===== config.mk =====
export PLATFORM = sky130hd
export DESIGN_NAME = accum_expand_flat
export DESIGN_NICKNAME = d
export VERILOG_FILES = /design/src/rtl/accum_expand_pkg.sv /design/src/rtl/accum_expand_if.sv /design/src/rtl/accum_railcnt.sv /design/src/rtl/accum_expand.sv /design/src/flat_wrapper.sv
export SDC_FILE = /design/constraint.sdc
export NUM_CORES = 1
export LEC_CHECK = 0
export BUFFER_PORTS_ARGS = -buffer_cell sky130_fd_sc_hd__buf_2
export CORE_AREA = 8 8 104 82
export DETAILED_ROUTE_END_ITERATION = 10
export DIE_AREA = 0 0 112 90
export GPL_TIMING_DRIVEN = 0
export MAX_ROUTING_LAYER = met4
export PLACE_DENSITY_LB_ADDON = 0.12
export SETUP_SLACK_MARGIN = 0.05
export SYNTH_ARGS = -nofsm -noshare
export SYNTH_HDL_FRONTEND = slang
export SYNTH_SLANG_ARGS = --single-unit

===== constraint.sdc =====
create_clock -name clk -period 5.5 [get_ports clk]
set_input_delay 1.1 -clock clk [delete_from_list [all_inputs] [get_ports clk]]
set_output_delay 1.1 -clock clk [all_outputs]
set_load 0.01 [all_outputs]

===== src/rtl/accum_expand_pkg.sv =====
// accum_expand_pkg: default sizes and rail-value helpers shared by the accum_expand slice
package accum_expand_pkg;
  localparam int RI_DEF = 14;
  localparam int N_DEF = 4;
  function automatic int rail_hi(input int w);
    return (1 << (w - 1)) - 1;
  endfunction
  function automatic int rail_lo(input int w);
    return -(1 << (w - 1));
  endfunction
endpackage


===== src/rtl/accum_expand_if.sv =====
// accum_expand_if: sample stream in, widened window sum out (rail_hits live only with ACCUM_RAILCNT_EN)
interface accum_expand_if
  import accum_expand_pkg::*;
#(
  parameter int Ri = RI_DEF,
  parameter int N = N_DEF
);
  logic clr;
  logic signed [Ri-1:0] in;
  logic in_vld;
  logic signed [Ri+N-1:0] out;
  logic out_vld;
  logic [N:0] rail_hits;
  modport master(output clr, in, in_vld, input out, out_vld, rail_hits);
  modport slave(input clr, in, in_vld, output out, out_vld, rail_hits);
endinterface


===== src/rtl/accum_railcnt.sv =====
// accum_railcnt: counts rail-valued samples per window, latched at window completion
module accum_railcnt
  import accum_expand_pkg::*;
#(
  parameter int Ri = RI_DEF,
  parameter int N = N_DEF
) (
  input  logic                 clk,
  input  logic                 rst,
  input  logic                 clr,
  input  logic                 acc_en,
  input  logic                 last,
  input  logic signed [Ri-1:0] in,
  output logic        [N:0]    rail_hits
);
  logic [N:0] run, nxt;
  logic hit;
  always_comb begin
    hit = in == Ri'(rail_hi(Ri)) || in == Ri'(rail_lo(Ri));
    nxt = run + (N+1)'(hit);
  end
  always_ff @(posedge clk or negedge rst) begin
    if (!rst) begin
      run <= '0;
      rail_hits <= '0;
    end else if (clr) begin
      run <= '0;
    end else if (acc_en) begin
      run <= last ? '0 : nxt;
      if (last) rail_hits <= nxt;
    end
  end
endmodule


===== src/rtl/accum_expand.sv =====
// accum_expand: exact 2^N-sample windowed sum of a signed stream; ACCUM_RAILCNT_EN adds rail counting
module accum_expand
  import accum_expand_pkg::*;
#(
  parameter int Ri = RI_DEF,
  parameter int N = N_DEF
) (
  input logic clk,
  input logic rst,
  accum_expand_if.slave bus
);
  localparam int Ro = Ri + N;
  localparam int CW = N > 0 ? N : 1;
  logic signed [Ro-1:0] acc, sum;
  logic [CW-1:0] cnt;
  logic acc_en, last;
  // With N=0 the counter never leaves 0, so every accepted sample completes a window
  always_comb begin
    acc_en = bus.in_vld && !bus.clr;
    last = cnt == CW'((1 << N) - 1);
    sum = (cnt == '0 ? '0 : acc) + Ro'(bus.in);
  end
  always_ff @(posedge clk or negedge rst) begin
    if (!rst) begin
      acc <= '0;
      cnt <= '0;
      bus.out <= '0;
      bus.out_vld <= 1'b0;
    end else begin
      bus.out_vld <= 1'b0;
      if (bus.clr) begin
        acc <= '0;
        cnt <= '0;
      end else if (acc_en) begin
        acc <= sum;
        cnt <= last ? '0 : cnt + CW'(1);
        if (last) bus.out <= sum;
        bus.out_vld <= last;
      end
    end
  end
`ifdef ACCUM_RAILCNT_EN
  accum_railcnt #(.Ri(Ri), .N(N)) u_railcnt (
    .clk(clk),
    .rst(rst),
    .clr(bus.clr),
    .acc_en(acc_en),
    .last(last),
    .in(bus.in),
    .rail_hits(bus.rail_hits)
  );
`else
  assign bus.rail_hits = '0;
`endif
endmodule


===== src/flat_wrapper.sv =====
// flat-port wrapper written by rule: the top's interface ports become plain ports
module accum_expand_flat import accum_expand_pkg::*;
#(
  parameter int Ri = RI_DEF,
  parameter int N = N_DEF
)
  (clk, rst, bus_clr, bus_in, bus_in_vld, bus_out, bus_out_vld, bus_rail_hits);
  accum_expand_if #(.Ri(Ri), .N(N)) bus_i ();
  input logic clk;
  input logic rst;
  input wire logic [$bits(bus_i.clr)-1:0] bus_clr;
  input wire logic [$bits(bus_i.in)-1:0] bus_in;
  input wire logic [$bits(bus_i.in_vld)-1:0] bus_in_vld;
  output wire logic [$bits(bus_i.out)-1:0] bus_out;
  output wire logic [$bits(bus_i.out_vld)-1:0] bus_out_vld;
  output wire logic [$bits(bus_i.rail_hits)-1:0] bus_rail_hits;
  assign bus_i.clr = bus_clr;
  assign bus_i.in = bus_in;
  assign bus_i.in_vld = bus_in_vld;
  assign bus_out = bus_i.out;
  assign bus_out_vld = bus_i.out_vld;
  assign bus_rail_hits = bus_i.rail_hits;
  accum_expand #(.Ri(Ri), .N(N)) u_core (.clk(clk), .rst(rst), .bus(bus_i));
endmodule

# --- Word-level counts from Yosys, hierarchy flattened ---
# Cells that the tools add are included.
op_classes:
  n_bitwise: 1
  muxes: 8
  add_sub_neg: 2
  n_eq_ne: 1
  n_reduce_logical: 5
op_table:
  columns: ["operator", "count"]
  rows:
  - ["18-bit two-way mux", 3]
  - ["18-bit adder", 1]
  - ["4-bit two-way mux", 3]
  - ["4-bit by 1-bit adder with 4-bit output (second input constant)", 1]
  - ["4-bit equality test (second input constant)", 1]
  - ["4-bit zero test", 1]
  - ["3-bit AND reduction", 1]
  - ["1-bit two-way mux", 2]
  - ["2-bit nonzero test", 1]
  - ["1-bit logical AND", 1]
  - ["1-bit zero test", 1]
  - ["1-bit inverter", 1]
word_totals:
  out_inout_bits: 24
  wordCells: 21
  ff_bits: 41

# --- Depth between registers and ports, before layout ---
# Gate-level depths: netlist of the first run.
logic_depth:
  depth_word: 5
  ltp_mapped: 14
  ltp_nobuf: 12

# --- Least setup slack after synthesis of the first run ---
# Ideal clock, no wire load.
synth_path:
  kind: "register to register"
  start: "register u_core.cnt[0]"
  end: "register u_core.bus.out[17]"
  period_less_slack_ns: 3.521
  path_slack_ns: 1.979
  setup_time_ns: 0.125
  arrival_time_ns: 3.397
  n_path_buf: 3
  stages_incl_launch_ff: 15
  path_cell_list: "dfrtp_1 inv_1 ha_1 nor3b_1 clkbuf_1 clkbuf_1 nor2b_1 ha_1 buf_6 and4_4 nand3_2 a2111o_1 and4_4 xnor3_1 mux2_2"
synth_between:
  elab_chain_len: 3
  elab_cells_between_ends: 5
  cone_classes: "add/sub: 1; eq/ne: 1; mux: 1; reduce/logical: 2"
synth_lines:
  columns: ["item", "line", "text"]
  rows:
  - ["start: declaration", "accum_expand.sv:15", "logic [CW-1:0] cnt;"]
  - ["start signal: assignment", "accum_expand.sv:36", "cnt <= last ? '0 : cnt + CW'(1);"]
  - ["4-bit zero test", "accum_expand.sv:21", "sum = (cnt == '0 ? '0 : acc) + Ro'(bus.in);"]
  - ["18-bit two-way mux", "accum_expand.sv:21", null]
  - ["18-bit adder", "accum_expand.sv:21", null]
  - ["end signal: assignment", "accum_expand.sv:37", "if (last) bus.out <= sum;"]
  - ["end: declaration", "accum_expand_if.sv:15", "modport slave(input clr, in, in_vld, output out, out_vld, rail_hits);"]
# Several ways; a longest one is shown, not always the timed one.
# A chain may end at the register's enable or synchronous reset.

# --- Final worst setup path of the first run ---
layout_path:
  start: "register u_core.cnt[0]"
  end: "register u_core.bus.out[16]"
# Same word-level chain as after synthesis.

==> impl_metrics.csv, run 1 <==
group,metric,value,unit
logic_synthesis,ys_async_sr_fraction,100.0,%
route,drc,0,
global_routing,gr-usage-all-layers,16.17,%
placed_design,placed_area,0.003232,mm²
global_routing,grt_pass1_vias,2573,
logic_synthesis,synth_top_area_share,34.92,%
sta,period_share,78.30,%
route,vias,2518,
setup_path,worstPathArrival,4540,ps
setup_path,cp-start-kind,"flop",
power,powerDensity,207.0,mW/mm²
setup_path,required,5740,ps
clock_tree,cts_buffer_depth,2,
logic_synthesis,syn_area_per_cell,8.796,µm²
sta,fin_crit,4306,ps
setup_path,worst_path_max_delay_cell,"clkbuf_1",
clock_tree,cts_resized,0,
logic_synthesis,synth_commonest_cells,"45 x nand2_1, 41 x dfrtp_1, 25 x nor2_1, 24 x a21oi_1, 19 x ha_1",
sta,tightestPinTransition,949.4,ps
route,wirelength,7747,µm
cells_and_area,final_layout_size_suffix_gt1_share,17.63,%
sta,hold_slack,474.3,ps
cells_and_area,final_core_util,47.17,%
global_routing,antenna_found_initial,0,
worst_hold_path,hold_path_class,"reg2reg",
logic_synthesis,syn-cell-area,0.002938,mm²
route,antenna_left,0,
setup_path,crit_family,"buffers and inverters",
logic_synthesis,yosysTopAreaCell,"dfrtp_1",
sta,setup_ws,1194,ps
logic_synthesis,synth_ff_type,"dfrtp_1",
placed_design,place_ws,1224,ps
route,dr.pass1.iters,4,
status,outcome,"finished, final reports clean",
sta,setup_violations,0,
setup_path,worstPathCellList,"inv_1 -> ha_1 -> nor3b_1 -> clkbuf_1 -> clkbuf_1 -> nor2b_1 -> ha_1 -> fa_1 -> a211oi_1 -> nor4b_2 -> o2111ai_1 -> a21oi_1 -> nor3b_1 -> mux2_2",
placed_design,place_congestion,0.8535,
job,drv_cap,0,
placed_design,hpwlAfterDp,5911,µm
setup_path,path_max_fanout,10,
global_routing,grt_max_degree,42,
sta,skew,5.882,ps
logic_synthesis,yosys.cell_count.top_type,"nand2_1",
clock_tree,post_cts_buffers,0,
global_routing,grt_pass1_wl,12880,µm
die,die_area,0.01008,mm²
logic_synthesis,yosys-top-cells-area,"dfrtp_1 35%, ha_1 8.1%, nand2_1 5.7%",
logic_synthesis,ys_seq_area_share,34.92,%
clock_tree,postCtsHoldBufs,0,
clock_tree,cts_sinks,41,
die,fp.coreArea,0.007027,mm²
clock_tree,clk_pin_slew,80,ps
route,routed.top_layer,"met4",
die,fp.dieW,112,µm
sta,rsz0062_at_grt,"false",
cells_and_area,area_growth,12.82,%
cells_and_area,diodes,0,
setup_path,end_kind,"flop",
sta,fmax,0.2322,GHz
cells_and_area,final_area,0.003314,mm²
route,via_per_inst,5.392,
die,initial_utilization,41.81,%
clock_tree,tritoncts.num_buffers,5,
sta,fin_tns_setup,0,ps
clock_tree,insertion_delay,300,ps
sta,hold_violations,0,
logic_synthesis,ys_ff_latch,41,
placed_design,io_buffer_count,34,
route,routedWlPerCell,16.59,µm
setup_path,cpPeakStageDelay,500,ps
logic_synthesis,ys.warnings.count,0,
clock_tree,htreeDepth,2,
setup_path,crit_buf_inv,3,
route,drt_iter0_drc,176,
clock_tree,tritoncts,"built",
cells_and_area,final_nets,417,
logic_synthesis,yosysUniqueCellTypes,54,
clock_tree,root_buffer,"clkbuf_8",
logic_synthesis,synth_cells,334,
die,ios,42,
logic_synthesis,synth_edf_count,0,
power,p_leak,1.619,nW
route,met1_length,3875,µm
global_routing,gr-total-overflow,0,
route,dr_wl_met3,536,µm
die,die_h,90,µm
die,rows,27,
sta,slew_violations,0,
sta,slew_headroom,36.71,%
power,vdd_drop_max,0.00009493,V
route,route.met2.wl,3279,µm
setup_path,crit_type,"reg2reg",
[cells in the final DEF (no fill, tap or decap), types with 4 or more instances in the layout]
cell type  synthesis  layout
nand4_1            4       4
xnor2_1            8       8
nand3_1           12      12
clkbuf_8           0       5
a21oi_1           24      24
o21ai_1            4       4
nor2_1            25      25
mux2i_1           10      10
o211ai_1           5       5
nor2b_1           17      17
o21ai_0           11      11
buf_2              3      37
ha_1              19      19
nor3_1             6       6
conb_1             1       5
inv_1              8       8
nand2_1           45      45
a31oi_1            5       5
clkbuf_1           9      10
or4_1              4       4
a21o_1             7       7
buf_4              9       9
o2111ai_1          5       5
dfrtp_1           41      41
[worst paths after layout]
path                       slack, ps  cells past startpoint                 end         startpoint
setup reg to reg                1190                     14  u_core.bus.out[16]      u_core.cnt[0]
hold reg to reg                  470                      2   u_core.bus.out[6]  u_core.bus.out[6]
hold / removal                   470                      2   u_core.bus.out[6]  u_core.bus.out[6]
min in group asynchronous        950                      1       u_core.acc[1]                rst
max in group asynchronous       3970                      1  u_core.bus.out[10]                rst
setup / recovery                1190                     14  u_core.bus.out[16]      u_core.cnt[0]
[flip-flops by register name, summed over array words and instances (netlist names)]
register and count:
u_core.acc 18, u_core.bus.out 18, u_core.bus.out_vld 1, u_core.cnt 4
[cell families after synthesis]
family | count (synthesis) | synth area share, %
and+or+nand+nor | 129 | 21.89
AOI/OAI and AO/OA | 86 | 20.06
DFF | 41 | 34.92
buffers and inverters | 33 | 6.004
adders and majority gates | 20 | 8.774
xor gates and xnor gates | 12 | 4.046
muxes | 12 | 4.174
other | 1 | 0.1276
[layout make-up]
| class | instances | area [µm²] |
|---|---|---|
| sequential | 41 | 1026 |
| buffer | 24 | 142.6 |
| clock inverter | 2 | 10.01 |
| inverter | 9 | 33.78 |
| tap | 87 | 108.9 |
| clock buffer | 6 | 72.57 |
| timing repair buffer | 34 | 170.2 |
| multi-input combinational | 264 | 1750 |
| fill | 724 | 3712 |
[stage by stage]
step	total power, mW	std cells
after floorplan	0.4474	338
after global placement	0.4939	459
after detailed placement	0.4950	459
after CTS	0.6943	467
after global routing	0.7280	467
final	0.6861	467
[routing by layer]
metal	global-route usage, %	vias to the layer above
li1	-	1272
met1	22.35	1175
met2	23.05	66
met3	3.407	5
met4	5.039	0
met5	-	-
[worst min-delay path: stages (launching register included)]
cell     delay [ps]
dfrtp_1         350
nand2_1          50
nand2_1          50
[power breakdown]
part / leakage (nW) / internal (mW) / switching (mW)
Sequential: 0.559 / 0.314 / 0.00655
Combinational: 1.02 / 0.0667 / 0.104
Clock: 0.0450 / 0.0881 / 0.107
No activity file was read; power rests on OpenSTA's default activity.
==> run 2: changes to the inputs <==
Settings changed: ABC_AREA from default to 1, CORE_AREA 8 8 104 82 to 8 8 101 80, DIE_AREA 0 0 112 90 to 0 0 109 88.
Clock period 5.5 ns to 4 ns, I/O delays scaled along.
==> run 2 against run 1 <==
Effect of this change:
- first-iteration DRC count is 45% lower
- synthesized cell count rose by 12%
- via count decreased by 4.1%
- sequential share of layout area up 1.9 points
- clock power grew 38%
- hold slack improved by 0.51 ps
- clock skew is 3.1 ps higher
- register-to-register slack worse by 380 ps
==> impl_metrics.csv, run 2 <==
group,metric,value,unit
route,routedWlPerCell,13.27,µm
job,drv_cap,0,
route,antenna_left,0,
sta,hold_violations,0,
setup_path,path_max_fanout,10,
cells_and_area,area_growth,13.98,%
setup_path,worstPathCellList,"inv_1 -> ha_1 -> nand3_1 -> clkinv_1 -> clkbuf_1 -> nor2_1 -> ha_1 -> fa_1 -> nand3_1 -> nand2_1 -> nand2_1 -> nand2_1 -> nand2_1 -> nand3b_1 -> nand3_1 -> nand2_1",
logic_synthesis,yosys.cell_count.top_type,"nand2_1",
cells_and_area,final_cell_count_no_fill,506,
sta,fin_tns_setup,0,ps
die,fp.coreArea,0.006539,mm²
clock_tree,root_buffer,"clkbuf_8",
logic_synthesis,synth_top_area_share,37.46,%
setup_path,worstPathArrival,3370,ps
clock_tree,htreeDepth,2,
logic_synthesis,ys_ff_latch,41,
clock_tree,cts_sinks,41,
cells_and_area,diodes,0,
power,powerDensity,298.4,mW/mm²
global_routing,gr-total-overflow,0,
cells_and_area,multi_input_area,0.001460,mm²
clock_tree,clk_pin_slew,80,ps
sta,hold_slack,474.8,ps
cells_and_area,reg_top3,"u_core.acc: 18 flops, u_core.bus.out: 18 flops, u_core.cnt: 4 flops",
route,vias,2414,
die,initial_utilization,41.89,%
die,fp.dieW,109,µm
placed_design,placed_cells,498,
logic_synthesis,ys_async_sr_fraction,100.0,%
power,total_power,0.9315,mW
power,vdd_drop_max,0.0001123,V
setup_path,crit_top_cell,"nand2_1",
worst_hold_path,hold_path_class,"reg2reg",
placed_design,place_congestion,0.9240,
setup_path,end_kind,"flop",
route,drt_iter0_drc,96,
sta,skew,8.952,ps
logic_synthesis,ys.warnings.count,0,
sta,rsz0062_at_grt,"false",
logic_synthesis,syn-cell-area,0.002739,mm²
global_routing,grt_pass1_wl,11180,µm
clock_tree,post_cts_buffers,0,
global_routing,grt_pass1_vias,2272,
die,die_h,88,µm
setup_path,crit_type,"reg2reg",
global_routing,gr-usage-all-layers,15.41,%
status,outcome,"finished, final reports clean",
route,via_per_inst,4.771,
cells_and_area,final_nets,459,
clock_tree,cts_buffer_depth,2,
power,p_leak,1.721,nW
logic_synthesis,yosysUniqueCellTypes,30,
route,dr.pass1.iters,4,
route,drc,0,
logic_synthesis,synth_cells,374,
logic_synthesis,synth_ff_type,"dfrtp_1",
logic_synthesis,yosysTopAreaCell,"dfrtp_1",
clock_tree,insertion_delay,300,ps
logic_synthesis,yosys-top-cells-area,"dfrtp_1 37%, nand2_1 16%, ha_1 8.7%",
setup_path,cpPeakStageDelay,460,ps
die,rows,26,
sta,fin_crit,3188,ps
setup_path,cp-start-kind,"flop",
cells_and_area,final_layout_size_suffix_gt1_share,15.64,%
cells_and_area,ff_latch_area,0.001026,mm²
sta,tightestPinTransition,921.8,ps
clock_tree,cts_resized,0,
cells_and_area,fillers,675,
setup_path,required,4190,ps
cells_and_area,final_cell_mix,"115 x nand2_1, 45 x inv_1, 41 x dfrtp_1, 37 x buf_2, 34 x nor2_1",
logic_synthesis,synth_commonest_cells,"115 x nand2_1, 45 x inv_1, 41 x dfrtp_1, 34 x nor2_1, 31 x nand3_1",
sta,period_share,79.70,%
logic_synthesis,ys_seq_area_share,37.46,%
cells_and_area,final_core_util,47.74,%
global_routing,grt_max_degree,42,
sta,slew_violations,0,
route,wirelength,6714,µm
sta,setup_violations,0,
global_routing,antenna_found_initial,0,
sta,slew_headroom,38.55,%
placed_design,io_buffer_count,36,
placed_design,hpwlAfterDp,5277,µm
cells_and_area,final_common_cell,"nand2_1",
die,die_area,0.009592,mm²
logic_synthesis,syn_area_per_cell,7.323,µm²
clock_tree,postCtsHoldBufs,0,
die,ios,42,
logic_synthesis,synth_edf_count,0,
sta,fmax,0.3137,GHz
setup_path,worst_path_max_delay_cell,"fa_1",
clock_tree,tritoncts,"built",
clock_tree,tritoncts.num_buffers,5,
## run 2: cell types whose count changed after synthesis, sizes merged, moves of 8 or more
cell    before  now
a21o        10    0
a21oi       25   15
clkbuf       9    1
inv          8   47
mux2i       10    0
nand2       45  117
nand3       13   32
nor2        25   39
nor2b       17    0
## run 2: routing by layer
metal / track usage (%) / wire length [µm] / up-vias
li1: - / - / 1276
met1: 21.93 / 3667 / 1077
met2: 21.22 / 2645 / 54
met4: 4.461 / 75 / 0
met5: - / 0 / -
met3: 3.162 / 326 / 7
## run 2: cells by family (layout without fill, tap and decap cells)
group / Yosys count / in the layout / synth area share [%]
XOR/XNOR: 8 / 8 / 2.558
AO/OA/AOI/OAI: 42 / 42 / 8.497
flip-flops: 41 / 41 / 37.46
adder cells (fa/ha/maj): 20 / 20 / 9.411
other: 1 / 5 / 0.1369
buffers and inverters: 59 / 103 / 9.776
AND/OR/NAND/NOR: 203 / 203 / 32.16
## run 2: layout make-up
class                      count  share of cell area, %
sequential                    41                  32.87
multi-input combinational    278                  46.77
clock buffer                   6                  2.325
timing repair buffer          36                  5.772
buffer                        11                  2.806
clock inverter                 2                 0.3206
tap                           84                  3.367
inverter                      48                  5.772
## run 2: stage by stage
step | cell area (µm²) | setup WS, ps
after global placement | 3039 | 870.8
after CTS | 3122 | 815.7
after global routing | 3122 | 533.4
after detailed placement | 3039 | 837.6
after floorplan | 2754 | 1451
final | 3122 | 812.1
## run 2: final timing paths
kind                                     from                 end  slack (ps)  cells past startpoint
setup / recovery                u_core.cnt[0]  u_core.bus.out[12]         810                     16
hold / removal             u_core.bus.out[10]  u_core.bus.out[10]         470                      2
setup reg to reg                u_core.cnt[0]  u_core.bus.out[12]         810                     16
hold reg to reg            u_core.bus.out[10]  u_core.bus.out[10]         470                      2
max in group asynchronous                 rst       u_core.acc[8]        2790                      1
min in group asynchronous                 rst      u_core.acc[11]         640                      1
## run 2: critical path, delay by kind of cell, from the launching register on
kind	cells	cell delay, ps
buffers and inverters	3	700
AND/OR/NAND/NOR	10	1070
adder cells (fa/ha/maj)	3	860
flip-flops	1	430
## run 2: report_power, final
group / internal (mW) / total (mW) / switching, mW
Clock: 0.121 / 0.269 / 0.148
Combinational: 0.0756 / 0.214 / 0.138
Sequential: 0.438 / 0.449 / 0.0105
Total: 0.635 / 0.932 / 0.296
==> run 3: changes to the inputs <==
Clock period 4 ns to 2.6 ns, I/O delays scaled along.
==> run 3 against run 2 <==
Effect of this change:
- non-clock buffer count rose by 9
- power increased by 58%
- final area rose by 4.7%
- clock power up 55%
- sequential cell count did not move
- critical path type unchanged
==> impl_metrics.csv, run 3 (same netlist as run 2, synthesis figures left out) <==
group,metric,value,unit
power,powerDensity,451.2,mW/mm²
worst_hold_path,hold_path_class,"in2async",
setup_path,crit_start,"u_core.cnt[1]",
route,routedWlPerCell,13.40,µm
setup_path,cpPeakStageDelay,430,ps
cells_and_area,final_nets,468,
sta,fmax,0.4155,GHz
route,via_per_inst,4.808,
sta,fin_crit,2407,ps
route,vias,2476,
route,wirelength,6900,µm
power,switching_share,31.96,%
setup_path,worst_path_max_delay_cell,"fa_2",
clock_tree,clk_pin_slew,80,ps
global_routing,grt_max_degree,42,
power,comb_power_share,25.0,%
setup_path,worstPathArrival,2600,ps
status,outcome,"finished, final reports clean",
sta,slew_violations,0,
die,ios,42,
setup_path,path_max_fanout,7,
route,dr.pass1.iters,4,
clock_tree,root_buffer,"clkbuf_8",
power,switching_power,0.4713,mW
clock_tree,cts_buffer_depth,2,
cells_and_area,diodes,0,
placed_design,place_congestion,0.9240,
cells_and_area,final_cell_mix,"111 x nand2_1, 44 x inv_1, 41 x dfrtp_1, 37 x buf_2, 33 x nor2_1",
power,power_frac_seq,46.8,%
die,fp.coreArea,0.006539,mm²
route,drt_iter0_drc,122,
placed_design,hpwlAfterDp,5277,µm
sta,setup_violations,0,
cells_and_area,multi_input_area,0.001526,mm²
clock_tree,htreeDepth,2,
global_routing,grt_pass1_vias,2281,
clock_tree,tritoncts,"built",
job,drv_cap,0,
sta,slew_headroom,38.05,%
placed_design,io_buffer_count,36,
clock_tree,postCtsHoldBufs,0,
cells_and_area,final_layout_size_suffix_gt1_share,21.58,%
clock_tree,tritoncts.num_buffers,5,
die,die_h,88,µm
setup_path,cp-start-kind,"flop",
die,die_area,0.009592,mm²
cells_and_area,final_common_cell,"nand2_1",
power,p_leak,1.777,nW
die,initial_utilization,41.89,%
setup_path,crit_type,"reg2reg",
sta,rsz0062_at_grt,"false",
global_routing,grt_pass1_wl,11250,µm
clock_tree,cts_sinks,41,
cells_and_area,area_growth,19.32,%
power,internal-power,1.003,mW
global_routing,gr-total-overflow,0,
global_routing,gr-usage-all-layers,15.49,%
cells_and_area,fillers,658,
setup_path,crit_top_cell,"nand2_2",
power,vdd_drop_max,0.0001746,V
sta,period_share,92.57,%
clock_tree,insertion_delay,300,ps
power,clkPwrFrac,28.2,%
global_routing,antenna_found_initial,0,
cells_and_area,reg_top3,"u_core.acc: 18 flops, u_core.bus.out: 18 flops, u_core.cnt: 4 flops",
setup_path,end_kind,"flop",
cells_and_area,ff_latch_area,0.001026,mm²
sta,skew,7.788,ps
die,rows,26,
route,drc,0,
setup_path,worstPathCellList,"inv_2 -> ha_4 -> nand3_4 -> clkinv_2 -> buf_8 -> nor2_1 -> ha_2 -> fa_2 -> nand3_2 -> nand2_2 -> nand2_1 -> nand2_2 -> nand2_2 -> nand3b_1 -> nand3_2 -> nand2_1",
sta,hold_slack,357.6,ps
die,fp.dieW,109,µm
cells_and_area,final_core_util,49.98,%
setup_path,required,2790,ps
sta,fin_tns_setup,0,ps
setup_path,r2r_start,"u_core.cnt[1]",
route,antenna_left,0,
sta,tightestPinTransition,929.2,ps
sta,hold_violations,0,
-- run 3: changes by cell type in the layout (fill, tap and decap cells not counted), sizes merged --
cell	previous run	this run
buf	46	56
clkbuf	7	6
-- run 3: worst max-delay path, delay by kind of cell (launching register included) --
kind,cells,cell delay (ps)
fa+ha+maj,3,770
buf+inv,3,270
flops,1,410
simple gates,10,850
-- run 3: per-stage QoR --
stage	area, µm²	cells	worst slack, ps	power (mW)
finish	3268	515	193.3	1.474
global route	3268	515	54.47	1.576
CTS	3163	508	69.41	1.470
detailed placement	3039	498	-562.4	1.033
global placement	3039	498	-529.2	1.027
floorplan	2754	378	51.31	0.9326
-- run 3: path summary, 6_finish.rpt --
path                                       to  slack, ps  cells after the start
max                        u_core.bus.out[12]        190                     16
min                             u_core.cnt[2]        360                      1
max reg2reg                u_core.bus.out[12]        190                     16
min reg2reg                u_core.bus.out[10]        470                      2
max in group asynchronous       u_core.acc[8]       1660                      1
min in group clk           u_core.bus.out[10]        470                      2
-- run 3: routing by layer --
layer | GRT usage (%) | vias up | part of all wire, %
met5 | - | - | 0
met4 | 4.461 | 0 | 1.1
met3 | 3.162 | 7 | 5.7
met2 | 21.22 | 62 | 40
met1 | 22.14 | 1113 | 53
li1 | - | 1294 | -
-- run 3: timing repair --
item | in CTS | in global routing
pin swaps | 0 | 4
setup buffers | 2 | 7
setup endpoints to repair | 28 | 21
resized for setup | 8 | 15
-- run 3: power groups by stage --
| stage | clock network (mW) | logic [mW] | registers [mW] |
|---|---|---|---|
| finish | 0.416 | 0.369 | 0.690 |
| CTS | 0.435 | 0.346 | 0.689 |
| global route | 0.465 | 0.418 | 0.694 |
| detailed placement | 0 | 0.330 | 0.703 |
| floorplan | 0 | 0.226 | 0.706 |
| global placement | 0 | 0.326 | 0.702 |
-- run 3: area by class of cell --
class	instances	area share, %
multi-input cells	278	46.71
flip-flops and latches	41	31.39
repair buffers	45	7.580
inverters	48	5.551
well taps	84	3.216
plain buffers	11	3.025
clock buffers	6	2.221
clock inverters	2	0.3063
